### src/rtl/mpsoc_wb_pkg.sv
// Shared Wishbone B3 constants and the burst master state encoding.
package mpsoc_wb_pkg;

  localparam logic [2:0] CTI_CLASSIC = 3'b000;
  localparam logic [2:0] CTI_INCR    = 3'b010;
  localparam logic [2:0] CTI_EOB     = 3'b111;
  localparam logic [1:0] BTE_LINEAR  = 2'b00;

  typedef enum logic [1:0] {IDLE, WDATA, BUS, GAP} state_t;

endpackage

### src/rtl/mpsoc_wb_watchdog.sv
// Counts cycles while enabled; expired flags the last allowed cycle.
// TIMEOUT of 0 disables the watchdog entirely.
module mpsoc_wb_watchdog #(
  parameter int TIMEOUT = 1024
) (
  input  logic clk,
  input  logic rst_n,
  input  logic clear,
  input  logic enable,
  output logic expired
);

  localparam int CW = $clog2(TIMEOUT + 2);
  localparam logic [CW-1:0] LIMIT = CW'(TIMEOUT - 1);

  logic [CW-1:0] count;

  assign expired = (TIMEOUT != 0) && enable && (count == LIMIT);

  always_ff @(posedge clk or negedge rst_n) begin
    if (!rst_n) begin
      count <= '0;
    end else if (clear) begin
      count <= '0;
    end else if (enable && !expired) begin
      count <= count + CW'(1);
    end
  end

endmodule

### src/rtl/mpsoc_wb_burst_master.sv
// Wishbone B3 initiator: one command at a time, classic or incrementing
// bursts, aborting on slave error, retry limit or ack timeout.
module mpsoc_wb_burst_master
  import mpsoc_wb_pkg::*;
#(
  parameter int AW      = 32,
  parameter int DW      = 32,
  parameter int LW      = 8,
  parameter int TIMEOUT = 1024,
  parameter int MAX_RTY = 4
) (
  input  logic            wb_clk_i,
  input  logic            wb_rst_ni,
  input  logic            cmd_valid_i,
  output logic            cmd_ready_o,
  input  logic            cmd_we_i,
  input  logic [AW-1:0]   cmd_adr_i,
  input  logic [LW-1:0]   cmd_len_i,
  input  logic            wdat_valid_i,
  output logic            wdat_ready_o,
  input  logic [DW-1:0]   wdat_i,
  input  logic [DW/8-1:0] wsel_i,
  output logic            rdat_valid_o,
  output logic [DW-1:0]   rdat_o,
  output logic            rdat_last_o,
  output logic            done_o,
  output logic            err_o,
  output logic            busy_o,
  output logic [AW-1:0]   wb_adr_o,
  output logic [DW-1:0]   wb_dat_o,
  output logic [DW/8-1:0] wb_sel_o,
  output logic            wb_we_o,
  output logic            wb_cyc_o,
  output logic            wb_stb_o,
  output logic [2:0]      wb_cti_o,
  output logic [1:0]      wb_bte_o,
  input  logic [DW-1:0]   wb_dat_i,
  input  logic            wb_ack_i,
  input  logic            wb_err_i,
  input  logic            wb_rty_i
);

  localparam int RW = $clog2(MAX_RTY + 2);
  localparam logic [AW-1:0] STRIDE = AW'(DW / 8);

  state_t state, state_next;

  logic [LW-1:0] remain;
  logic          burst;
  logic [RW-1:0] rty_cnt;
  logic          expired, wd_clear;
  logic          last, ack_ok, rty_ok, abort;
  logic          ld_cmd, ld_wdat, adv, rty_inc, rd_cap, done_set, err_set;

  // err beats rty beats ack; an ack in the expiry cycle still counts
  assign last   = (remain == '0);
  assign ack_ok = wb_ack_i & ~wb_err_i & ~wb_rty_i;
  assign rty_ok = wb_rty_i & ~wb_err_i;
  assign abort  = wb_err_i | (expired & ~wb_ack_i & ~wb_rty_i) |
                  (rty_ok & (rty_cnt >= RW'(MAX_RTY)));

  assign busy_o   = (state != IDLE);
  assign wb_bte_o = BTE_LINEAR;
  assign wb_cti_o = !burst ? CTI_CLASSIC : (last ? CTI_EOB : CTI_INCR);
  assign wd_clear = ~wb_stb_o | wb_ack_i | wb_err_i | wb_rty_i;

  mpsoc_wb_watchdog #(.TIMEOUT(TIMEOUT)) u_watchdog (
    .clk     (wb_clk_i),
    .rst_n   (wb_rst_ni),
    .clear   (wd_clear),
    .enable  (wb_stb_o),
    .expired (expired)
  );

  always_ff @(posedge wb_clk_i or negedge wb_rst_ni) begin
    if (!wb_rst_ni) state <= IDLE;
    else            state <= state_next;
  end

  always_comb begin
    state_next   = state;
    ld_cmd       = 1'b0;
    ld_wdat      = 1'b0;
    adv          = 1'b0;
    rty_inc      = 1'b0;
    rd_cap       = 1'b0;
    done_set     = 1'b0;
    err_set      = 1'b0;
    cmd_ready_o  = 1'b0;
    wdat_ready_o = 1'b0;
    wb_cyc_o     = 1'b0;
    wb_stb_o     = 1'b0;
    case (state)
      IDLE: begin
        cmd_ready_o = 1'b1;
        if (cmd_valid_i) begin
          ld_cmd     = 1'b1;
          state_next = cmd_we_i ? WDATA : BUS;
        end
      end
      WDATA: begin
        wb_cyc_o     = 1'b1;
        wdat_ready_o = 1'b1;
        if (wdat_valid_i) begin
          ld_wdat    = 1'b1;
          state_next = BUS;
        end
      end
      BUS: begin
        wb_cyc_o = 1'b1;
        wb_stb_o = 1'b1;
        if (abort) begin
          err_set    = 1'b1;
          state_next = IDLE;
        end else if (rty_ok) begin
          rty_inc    = 1'b1;
          state_next = GAP;
        end else if (ack_ok) begin
          rd_cap = ~wb_we_o;
          if (last) begin
            done_set   = 1'b1;
            state_next = IDLE;
          end else begin
            adv = 1'b1;
            // next write beat streams straight in when the client has it
            if (wb_we_o) begin
              wdat_ready_o = 1'b1;
              if (wdat_valid_i) ld_wdat = 1'b1;
              else              state_next = WDATA;
            end
          end
        end
      end
      GAP: begin
        wb_cyc_o   = 1'b1;
        state_next = BUS;
      end
      default: state_next = IDLE;
    endcase
  end

  always_ff @(posedge wb_clk_i or negedge wb_rst_ni) begin
    if (!wb_rst_ni) begin
      wb_adr_o     <= '0;
      wb_dat_o     <= '0;
      wb_sel_o     <= '0;
      wb_we_o      <= 1'b0;
      remain       <= '0;
      burst        <= 1'b0;
      rty_cnt      <= '0;
      rdat_valid_o <= 1'b0;
      rdat_o       <= '0;
      rdat_last_o  <= 1'b0;
      done_o       <= 1'b0;
      err_o        <= 1'b0;
    end else begin
      done_o       <= done_set;
      err_o        <= err_set;
      rdat_valid_o <= rd_cap;
      if (rd_cap) begin
        rdat_o      <= wb_dat_i;
        rdat_last_o <= last;
      end
      if (ld_cmd) begin
        wb_we_o  <= cmd_we_i;
        wb_adr_o <= cmd_adr_i;
        remain   <= cmd_len_i;
        burst    <= (cmd_len_i != '0);
        rty_cnt  <= '0;
        if (!cmd_we_i) wb_sel_o <= '1;
      end
      if (ld_wdat) begin
        wb_dat_o <= wdat_i;
        wb_sel_o <= wsel_i;
      end
      if (adv) begin
        wb_adr_o <= wb_adr_o + STRIDE;
        remain   <= remain - LW'(1);
        rty_cnt  <= '0;
      end
      if (rty_inc) rty_cnt <= rty_cnt + RW'(1);
    end
  end

endmodule

### config.mk
export PLATFORM = sky130hd
export DESIGN_NAME = mpsoc_wb_burst_master
export DESIGN_NICKNAME = d
export VERILOG_FILES = /design/src/rtl/mpsoc_wb_pkg.sv /design/src/rtl/mpsoc_wb_watchdog.sv /design/src/rtl/mpsoc_wb_burst_master.sv
export SDC_FILE = /design/constraint.sdc
export NUM_CORES = 1
export LEC_CHECK = 0
export BUFFER_PORTS_ARGS = -buffer_cell sky130_fd_sc_hd__buf_2
export CORE_MARGIN = 5
export CORE_UTILIZATION = 50
export CTS_CLUSTER_DIAMETER = 40
export DETAILED_ROUTE_END_ITERATION = 6
export GPL_TIMING_DRIVEN = 0
export PLACE_DENSITY = 0.81
export RECOVER_POWER = 100
export SLEW_MARGIN = 25
export SYNTH_ARGS = -nofsm -noshare
export SYNTH_HDL_FRONTEND = slang
export SYNTH_SLANG_ARGS = --single-unit
### constraint.sdc
create_clock -name wb_clk_i -period 2.38 [get_ports wb_clk_i]
set_clock_uncertainty 0.05 [all_clocks]
set_input_delay 0.238 -clock wb_clk_i [delete_from_list [all_inputs] [get_ports wb_clk_i]]
set_output_delay 0.238 -clock wb_clk_i [all_outputs]
set_load 0.02 [all_outputs]
==> key figures <==
Run status
  • Status: complete, but fails checks
  • Failing checks: max-capacitance violations, max-slew violations

Synth
  • Synth Area per Inst: about 11 um^2
  • Most used DFF post-synth: dfrtp_1
  • Post-synth EDFFs: 0
  • Post-synthesis cell area: 6150 um^2
  • Synth unique cells: 67
  • Yosys Warn Count: 0
  • Sequential element share of the synthesized area: 0.529
  • Synth Register Bits: 130
  • Async SR Flop Fraction: 1.00
  • Synthesized netlist cell count: 550

Power
  • PwrDens: 1290 nW/um^2
  • Post-layout total power: 11.3 mW
  • VDD IR-drop max: 0.793 mV
  • Leakage: 3.90 nW

Global route
  • Pin count of the biggest net entering global routing: 68
  • All-Layer GR Usage: 0.265
  • Vias in the first global route: between 6000 and 7000
  • First-pass GRT wire length: 30.4 mm
  • Initial antenna violation count: 0
  • GRT overflow: 0

Place
  • DP Cell Count: 948
  • DP Wirelength: approximately 13 mm
  • GP Congestion: 0.922
  • Worst slack at placement: -231 ps
  • PortBufs: ~230

Route
  • DRT Wirelength: about 19 mm
  • Routed Antenna Nets: 0
  • 1st-iter DRT viols: 394
  • Residual DRC: 0
  • Via count: 5871
  • Drt wl/cell: 18.3 um
  • Drt via density: 5.60
  • DR pass1 iterations: 5

Final layout
  • Layout cells sized above 1: 0.311
  • Util after Layout: 0.726
  • Final cell count without fillers: 1048
  • Synth-to-Final Area Change: 42.3%
  • Diode count: 0
  • Layout Nets: 993

Floorplanning
  • Core footprint: 12100 um^2
  • Die extent in x: 121 um
  • Std cell rows: 40
  • Die area: 14600 um^2
  • Die Span Y: 121 um
  • Initial cell density of the core: 0.510
  • Top-Level Pins: 231

Worst setup path
  • R2R Setup Slk: about 48 ps
  • Crit path launch type: register
  • Worst EP required: around 2600 ps
  • FF-to-FF Start: remain[0]
  • Crit path to: wb_adr_o[17]
  • Worst setup EP type: register
  • Crit Path Max Fanout: 10
  • R2r endpoint: wb_adr_o[17]
  • Reg2Reg Depth: 9
  • Critical path data arrival time: 2580 ps
  • Setup crit start: remain[0]
  • Critical path type: register to register

Clock network
  • Root Buffer: clkbuf_16
  • Reg clk slew, reported paths: 60 ps
  • TritonCTS clock tree: built
  • CTS max path bufs: 2
  • Clock Latency Late Sink: 420 ps
  • H-tree Lvls: 4
  • CTS sink cnt: 130
  • CTS buffer count: 17

STA
  • Max-slew violation total from the final report: 64
  • Setup Viol. Count Final: 0
  • Worst Slack Setup Final: 47.9 ps
  • Tmin final: 2330 ps
  • Rel. slew slack: -0.0846
  • Period utilization: 0.980
  • Max Clock Freq: 429 MHz
  • Fin. Hold Viols: 0
  • Setup TNS: 0 ps
  • Worst-margin pin slew: 1630 ps

Min path
  • Worst Hold Class: input port to register

Run
  • Maxcap violations: 1
sequential cells by signal, indices dropped and copies added (netlist names):
register,cells
rdat_valid_o,1
err_o,1
done_o,1
state,2
rdat_last_o,1
wb_sel_o,4
rdat_o,32
wb_we_o,1
u_watchdog.count,11
wb_dat_o,32
burst,1
wb_adr_o,32
rty_cnt,3
remain,8
Yosys cell counts, types with 2 or more instances:
cell type | n | share of area
nand3_1 | 19 | 0.015
a211oi_1 | 6 | 0.0073
ha_1 | 9 | 0.018
o22a_1 | 2 | 0.0028
or3b_2 | 2 | 0.0028
nor3b_1 | 2 | 0.0024
a311oi_1 | 3 | 0.0043
a21oi_1 | 30 | 0.024
nor2b_1 | 3 | 0.0031
xor2_1 | 6 | 0.0085
nand3b_1 | 2 | 0.0024
or4_1 | 2 | 0.0024
nor4_1 | 4 | 0.0041
and2_1 | 4 | 0.0041
and4_1 | 4 | 0.0057
and3_1 | 11 | 0.011
a221o_1 | 3 | 0.0049
inv_1 | 12 | 0.0073
a31oi_1 | 3 | 0.0031
nor2_1 | 38 | 0.023
nand4_1 | 14 | 0.014
nand2_1 | 55 | 0.034
dfrtp_1 | 130 | 0.53
a21o_1 | 5 | 0.0061
xnor2_1 | 4 | 0.0057
nor3_1 | 5 | 0.0041
a21oi_2 | 2 | 0.0028
o22ai_1 | 4 | 0.0041
o21bai_1 | 4 | 0.0049
mux2_2 | 65 | 0.12
o21ai_0 | 22 | 0.018
o211ai_1 | 6 | 0.0073
o221a_2 | 2 | 0.0037
mux2_1 | 3 | 0.0055
nor4_4 | 2 | 0.0069
nand2b_1 | 3 | 0.0031
o21a_1 | 3 | 0.0037
buf_2 | 12 | 0.0098
clkbuf_1 | 7 | 0.0043
o32ai_1 | 2 | 0.0028
a32o_1 | 3 | 0.0049
buf_4 | 7 | 0.0085
routing by layer:
layer	wire, um	global-route usage
met3	1480	0.0671
met1	7090	0.308
met2	9690	0.443
met4	882	0.157
met5	0	0
metrics by stage:
step	hold slack [ps]	instance area, um^2
after floorplan	-108	6160
after global placement	381	7510
after detailed placement	167	7550
after CTS	0.00289	8860
after global routing	4.78	8760
final	12.1	8760
power by group:
| part | switching, mW | internal [mW] |
|---|---|---|
| clock network | 0.940 | 1.85 |
| logic | 2.81 | 1.69 |
| registers | 0.846 | 3.17 |
placed cells by master (no fill, tap or decap), types with 5 or more instances in the layout:
cell / count
nand2_1: 54
inv_1: 11
nand3_1: 19
a21o_1: 5
a211oi_1: 6
a21oi_1: 30
o21ai_0: 21
ha_1: 7
buf_4: 18
and3_1: 10
nor2_1: 37
buf_2: 126
nand4_1: 14
clkbuf_1: 110
nor3_1: 5
dlygate4sd3_1: 63
o211ai_1: 6
clkbuf_16: 17
dfrtp_1: 130
xor2_1: 6
mux2_2: 65
clkbuf_2: 5
worst min path at each step:
| stage | start | to | slack [ps] | cells past startpoint |
|---|---|---|---|---|
| final | wdat_i[31] | wb_dat_o[31] | 10 | 2 |
| after global routing | wb_dat_i[9] | rdat_o[9] | 5 | 2 |
| after CTS | wb_dat_i[12] | rdat_o[12] | 0.003 | 2 |
| after detailed placement | wb_rst_ni | rdat_o[6] | 170 | 1 |
| after global placement | cmd_adr_i[0] | wb_adr_o[0] | 380 | 3 |
| after floorplan | wb_rst_ni | burst | -110 | 0 |
cell type report:
cell class,count,area [um^2]
Multi-Input combinational cell,383,2750
Timing Repair Buffer,298,1700
Tap cell,168,210
Fill cell,892,3300
Clock buffer,22,484
Buffer,26,161
Sequential cell,130,3250
Inverter,12,45.0
Clock inverter,9,153
critical path: stages, from the launching register on:
cell      delay, ps
dfrtp_1         400
inv_1            70
ha_2            200
nor3b_4         330
a21oi_2         120
buf_4           200
nor2_2          370
buf_4           280
nand2_1          80
o311ai_0         90
cell families (layout without fill, tap and decap cells):
logic type                 Yosys count  after routing  synth area share
AOI/OAI and AO/OA                  108            108             0.117
xor gates and xnor gates            10             10            0.0142
adders and majority gates            9              9            0.0183
buffers and inverters               38            367            0.0299
DFF                                130            130             0.529
muxes                               69             69             0.126
other                                1              2          0.000609
and+or+nand+nor                    185            185             0.165
repair_timing:
item	in CTS	in global routing
resized for setup	9	15
endpoints found under the hold margin	125	0
endpoints found under the setup margin	73	43
setup buffers	2	4
hold buffers	63	0
cloned	0	0
pin swaps	1	1
No activity file was read; power rests on OpenSTA's default activity.
